File: src/rtl/uart_receiver.sv
// ============================================================================
// Module   : uart_receiver
// Brief    : 8E1 UART receiver (start, 8 data LSB first, even parity, stop).
//            Optional 2-flop input synchronizer: define UART_RX_SYNC_EN.
// Revision : 1.0 - initial release
// ============================================================================
`default_nettype none

module uart_receiver #(
    parameter int CLKS_PER_BIT = 10
) (
    input  logic       clk,
    input  logic       reset,
    input  logic       i_rx,
    output logic [7:0] o_data_byte,
    output logic       o_data_valid,
    output logic       o_parity_err,
    output logic       o_frame_err,
    output logic       o_active
);

    localparam logic [15:0] LAST_CNT = 16'(CLKS_PER_BIT - 1);
    localparam logic [15:0] HALF_CNT = 16'((CLKS_PER_BIT - 1) / 2);

    localparam logic [2:0] S_IDLE      = 3'd0;
    localparam logic [2:0] S_START     = 3'd1;
    localparam logic [2:0] S_DATA      = 3'd2;
    localparam logic [2:0] S_PARITY    = 3'd3;
    localparam logic [2:0] S_STOP      = 3'd4;
    localparam logic [2:0] S_WAIT_HIGH = 3'd5;

    logic        rx_s;
    logic [2:0]  state;
    logic [15:0] counter;
    logic [2:0]  bit_index;
    logic [7:0]  buffer;
    logic        parity_bit;

`ifdef UART_RX_SYNC_EN
    logic sync_meta;
    logic sync_out;

    // Both flops reset high so the idle line is not mistaken for a start bit.
    always_ff @(posedge clk or negedge reset) begin
        if (!reset) begin
            sync_meta <= 1'b1;
            sync_out  <= 1'b1;
        end else begin
            sync_meta <= i_rx;
            sync_out  <= sync_meta;
        end
    end

    assign rx_s = sync_out;
`else
    assign rx_s = i_rx;
`endif

    always_ff @(posedge clk or negedge reset) begin
        if (!reset) begin
            state        <= S_IDLE;
            counter      <= 16'd0;
            bit_index    <= 3'd0;
            buffer       <= 8'h00;
            parity_bit   <= 1'b0;
            o_data_byte  <= 8'h00;
            o_data_valid <= 1'b0;
            o_parity_err <= 1'b0;
            o_frame_err  <= 1'b0;
            o_active     <= 1'b0;
        end else begin
            o_data_valid <= 1'b0;
            o_parity_err <= 1'b0;
            o_frame_err  <= 1'b0;

            case (state)
                S_IDLE: begin
                    counter   <= 16'd0;
                    bit_index <= 3'd0;
                    o_active  <= 1'b0;
                    if (!rx_s) begin
                        state    <= S_START;
                        o_active <= 1'b1;
                    end
                end

                S_START: begin
                    if (counter == HALF_CNT) begin
                        counter <= 16'd0;
                        if (!rx_s) begin
                            state <= S_DATA;
                        end else begin
                            // Start bit did not survive to mid-bit: a glitch.
                            state    <= S_IDLE;
                            o_active <= 1'b0;
                        end
                    end else begin
                        counter <= counter + 16'd1;
                    end
                end

                S_DATA: begin
                    if (counter == LAST_CNT) begin
                        counter           <= 16'd0;
                        buffer[bit_index] <= rx_s;
                        if (bit_index == 3'd7) begin
                            state <= S_PARITY;
                        end else begin
                            bit_index <= bit_index + 3'd1;
                        end
                    end else begin
                        counter <= counter + 16'd1;
                    end
                end

                S_PARITY: begin
                    if (counter == LAST_CNT) begin
                        counter    <= 16'd0;
                        parity_bit <= rx_s;
                        state      <= S_STOP;
                    end else begin
                        counter <= counter + 16'd1;
                    end
                end

                S_STOP: begin
                    if (counter == LAST_CNT) begin
                        counter  <= 16'd0;
                        o_active <= 1'b0;
                        if (rx_s) begin
                            o_data_byte  <= buffer;
                            o_data_valid <= 1'b1;
                            o_parity_err <= (parity_bit != ^buffer);
                            state        <= S_IDLE;
                        end else begin
                            o_frame_err <= 1'b1;
                            state       <= S_WAIT_HIGH;
                        end
                    end else begin
                        counter <= counter + 16'd1;
                    end
                end

                // A held-low (break) line must return high before a new start.
                S_WAIT_HIGH: begin
                    counter   <= 16'd0;
                    bit_index <= 3'd0;
                    if (rx_s) begin
                        state <= S_IDLE;
                    end
                end

                default: begin
                    state    <= S_IDLE;
                    o_active <= 1'b0;
                end
            endcase
        end
    end

endmodule

`default_nettype wire

File: config.mk
export PLATFORM = sky130hd
export DESIGN_NAME = uart_receiver
export DESIGN_NICKNAME = d
export VERILOG_FILES = /design/src/rtl/uart_receiver.sv
export SDC_FILE = /design/constraint.sdc
export NUM_CORES = 1
export LEC_CHECK = 0
export ABC_AREA = 1
export CAP_MARGIN = 5
export CORE_MARGIN = 5
export CORE_UTILIZATION = 57
export DETAILED_ROUTE_END_ITERATION = 6
export PLACE_DENSITY = 0.83
export SETUP_SLACK_MARGIN = 0.1
export SLEW_MARGIN = 20
export SYNTH_ARGS = -nofsm -noshare
export SYNTH_HDL_FRONTEND = slang
export SYNTH_SLANG_ARGS = --single-unit
File: constraint.sdc
create_clock -name clk -period 2.1 [get_ports clk]
set_input_delay 0.42 -clock clk [delete_from_list [all_inputs] [get_ports clk]]
set_output_delay 0.42 -clock clk [all_outputs]
set_load 0.02 [all_outputs]
---- Word-level counts from Yosys, hierarchy flattened ----
Cells that the tools add are included.
storage, ports and cells
  register bits ........................... 43
  output and inout bits ................... 12
  logic and storage cells ................. 79
cells by class
  $add $sub $neg .......................... 2
  magnitude comparators ................... 2
  eq/ne operators ......................... 18
  multiplexer cells ....................... 32
  bitwise logic cells ..................... 1
  reductions and logical operators ........ 14
operators by type and width
  operator                 count
  $pmux W16 S3             1
  $mux W16                 2
  $mux W3                  10
  $ne A2 B2 Y1 const B     9
  $pmux W3 S6              1
  $add A16 B1 Y16 const B  1
  $eq A16 B3 Y1 const B    1
  $eq A16 B4 Y1 const B    1
  $mux W1                  13
  $eq A3 B3 Y1 const B     3
  $bwmux W8                1
  $reduce_xor A8 Y1        1
  $reduce_and A7 Y1        1
  $eq A3 B2 Y1 const B     2
  $pmux W3 S2              1
  $reduce_and A3 Y1        2
  $reduce_or A3 Y1         2
  $lt A3 B4 Y1 const B     1
  $pmux W1 S4              1
  $reduce_and A2 Y1        2
  $reduce_and A4 Y1        1
  $add A3 B1 Y3 const B    1
  $demux W1 S3             1
  $eq A3 B1 Y1 const B     1
  9 further kinds          9

---- Longest topological paths before layout ----
  depth after elaboration ................. 5
  gate-level depth with buffers ........... 11

---- Worst setup path before layout ----
OpenSTA, ideal clock, no wires.
  path kind ............................... flip-flop to flip-flop
  start ................................... register counter[1]
  end ..................................... register state[0]
  setup time .............................. 117 ps
  data arrival time ....................... 1,405 ps
  path slack .............................. 578 ps
  cell stages (with the launch flop) ...... 11
  buffers on the path ..................... 1
  period minus slack after synthesis ...... 1,522 ps
  cell sequence ........................... dfrtp_1 -> inv_1 -> ha_1 -> nand3_2 -> nor2_4 -> nand2_4 -> buf_6 -> a21oi_4 -> nand2_2 -> nand2_1 -> nand2_1
between the ends
  longest elaborated chain between the ends .. 3
  elaborated cells between the ends (all ways) .. 7
  classes of those cells .................. eq/ne (6); reduce/logical (1)
ends and longest elaborated chain
  what                                            RTL line  RTL
  from (decl)                                     34        logic [15:0] counter;
  from (signal assigned)                          98        counter <= counter + 16'd1;
  from (signal assigned)                          112       counter <= counter + 16'd1;
  from (signal assigned)                          122       counter <= counter + 16'd1;
  $eq A16 B4 Y1 or $eq A16 B3 Y1 (tied branches)  --
  $ne A2 B2 Y1 (no line)                          --
  $reduce_and A7 Y1 (no line) *                   --
  to (signal assigned)                            107       state <= S_PARITY;
  to (signal assigned)                            120       state <= S_STOP;
  to (signal assigned)                            134       state <= S_IDLE;
  to (decl)                                       33        logic [2:0] state;
Mark *: on every way between the ends. The rest lies on a longest branch, timed or not.
A chain may end at the register's enable or synchronous reset.

---- Final worst setup path ----
  start ................................... register counter[1]
  end ..................................... register state[1]
Same word-level chain as after synthesis.

==> flow_summary.toml <==
[clock_network]
ctsResizeCount = 0
clk_pin_slew_ps = 80
cts-root-buf = "clkbuf_8"
ctsHtreeMaxLevel = 2
post_cts_buffers = 0
numCtsBuffers = 5
clk_latency_ps = 290
hold_buffers = 0
cts_tree = "built"
clock_sinks = 43
clock_path_buffers = 2

[routing]
drt_iter0_drc = 162
firstDrtPassIters = 4
drc = 0
routed_wl_um = 5870
wl_per_cell_um = 12.3
viasPerCell = 5.21
vias = 2489
ant_nets = 0

[status]
status = "completed"

[floorplan]
fp.dieH_um = 80.3
dieWidth_um = 80.3
core_mm2 = 0.00475
initial_utilization_pct = 59.2
fp-row-count = 25
io_pins = 15
die-area_mm2 = 0.00644

[critical_path]
crit_type = "reg2reg"
worst_r2r_path_depth = 11
worstPathRequired_ps = 2290
endpoint_kind = "register"
startpoint_type = "register"
cp_max_fo = 12
critPathArrivalTime_ps = 1970

[sta]
fin_crit_ps = 1780
finalCritPeriodShare_pct = 84.9
fin_tns_setup_ps = 0
fmax_mhz = 561
hold_viol_final = 0
tightest_slew_ps = 394
drv_slew = 0
skew_ps = 5.51
slew_headroom_pct = 73.7
setup-violations-final = 0
rsz0062_at_grt = "no"

[synthesis]
syn-num-nets = 398
syn_area_per_cell_um2 = 7.22
synth_top_area_share_pct = 38.2
synth.cell_area_mm2 = 0.00281
syn_inst = 390
yosysWarnings = 0
synthTopCellsByArea = "dfrtp_1 38%, nand2_1 20%, inv_1 6.0%"
synth-seq-cells = 43
synth.distinct_cells = 34
ys_seq_area_share_pct = 38.2
synth_top_cell_by_area = "dfrtp_1"

[hold_path]
hp-class = "in2async"

[cells_and_area]
final_nets = 418
final_area_mm2 = 0.00311
syn_to_final_growth_pct = 10.4
num_antenna_cells = 0
nFillCells = 434
drive_above_1_share_pct = 12.2

[power]
max-vdd-ir-drop_mv = 0.619
p_per_area_mw_per_mm2 = 824
p_leak_uw = 0.00169

[place]
place.port_buffers = 14
dp_hpwl_um = 4430
gp_congestion = 0.857
place_area_mm2 = 0.00302

[global_routing]
grt_pass1_wl_um = 10800
grt_antenna_before_repair = 0
grt_pass1_vias = 2397
grt_overflow_total = 0
grt_usage_pct = 20.9
grt_max_degree = 19

[run]
cap_violations = 0
[flip-flops by register name, summed over array words and instances, names as in the netlist]
name          count
buffer            8
counter          16
o_data_byte       8
o_active          1
o_parity_err      1
parity_bit        1
bit_index         3
o_frame_err       1
o_data_valid      1
state             3
[metrics by stage]
step	instances	utilization (%)	total power, uW	setup WS [ps]	hold WS [ps]
finish	478	65.3	2560	317	37.0
global route	478	65.3	2770	211	62.9
CTS	478	65.3	2570	333	46.5
detailed placement	470	63.5	2040	281	370
global placement	470	63.5	2000	347	360
floorplan	390	-	1810	578	124
[synthesized netlist by cell type]
cell type,count
buf_2,1
o21ai_0,7
nor2_4,3
o211ai_1,7
nor3_1,1
o21bai_1,1
inv_2,6
inv_1,45
nor2_1,28
nand2_4,4
buf_6,3
nand4_1,8
nand3_1,31
o211ai_2,1
o31ai_1,1
xnor2_1,2
a21oi_4,1
ha_1,5
clkbuf_1,1
nand3_2,4
xor2_1,5
nor2_2,2
buf_4,1
a21boi_0,1
o21ai_1,12
nand3b_1,2
nand2_1,147
nand2_2,4
nor2_8,1
dfrtp_1,43
nand4_4,1
nor3_2,2
clkinv_1,1
o21ai_2,8
[power by group]
group | switching [uW] | leakage, uW | internal (uW)
logic | 681 | 0.00110 | 307
registers | 140 | 0.000544 | 917
clock network | 282 | 0.0000412 | 233
total | 1100 | 0.00169 | 1460
[worst max-delay path: stages (launching register included)]
cell and delay, ps:
dfrtp_1 430, inv_1 120, ha_1 170, nand3_2 120, nor2_4 190, nand2_4 140, nand2_1 130, nand2_1 90
inv_2 110, nand2_2 60, nand2_1 60, nand2_1 50
[cell type report]
| cell class | instances | area, um2 | area share [%] |
|---|---|---|---|
| clock inverter | 2 | 12.5 | 0.403 |
| clock buffer | 6 | 72.6 | 2.34 |
| inverter | 52 | 195 | 6.29 |
| multi-input combinational | 289 | 1490 | 48.1 |
| tap | 67 | 83.8 | 2.70 |
| sequential | 43 | 1080 | 34.6 |
| timing repair buffer | 19 | 173 | 5.56 |
[placed cells by master, fill, tap and decap left out, types with 8 or more instances in the layout]
cell type and instances:
o21ai_1 12, dfrtp_1 43, inv_1 45, nand2_1 147, o21ai_2 8, clkdlybuf4s50_1 13
nor2_1 28, nand4_1 8, nand3_1 31
[layer usage]
layer | track usage, % | vias up | wire length [um]
met4 | 6.59 | 0 | 56
li1 | - | 1279 | -
met1 | 29.0 | 1149 | 2810
met5 | 0 | - | 0
met2 | 32.9 | 55 | 2730
met3 | 4.04 | 6 | 273
[cell families (layout without fill, tap and decap cells)]
logic type | Yosys count | in the layout | synth area share, %
DFF | 43 | 43 | 38.2
AOI/OAI and AO/OA | 39 | 39 | 9.56
and+or+nand+nor | 238 | 238 | 39.1
adders and majority gates | 5 | 5 | 2.22
buffers and inverters | 58 | 79 | 8.71
xor gates and xnor gates | 7 | 7 | 2.18
[worst paths after layout]
path	start	to	slack, ps
max	counter[1]$_DFFE_PN0P_	state[1]$_DFFE_PN0P_	320
min	reset	counter[8]$_DFFE_PN0P_	40
max reg2reg	counter[1]$_DFFE_PN0P_	state[1]$_DFFE_PN0P_	320
min reg2reg	o_active$_DFFE_PN0P_	o_active$_DFFE_PN0P_	480
max in group asynchronous	reset	state[1]$_DFFE_PN0P_	1520
min in group clk	o_active$_DFFE_PN0P_	o_active$_DFFE_PN0P_	480
(Power assumes the default switching activity.)
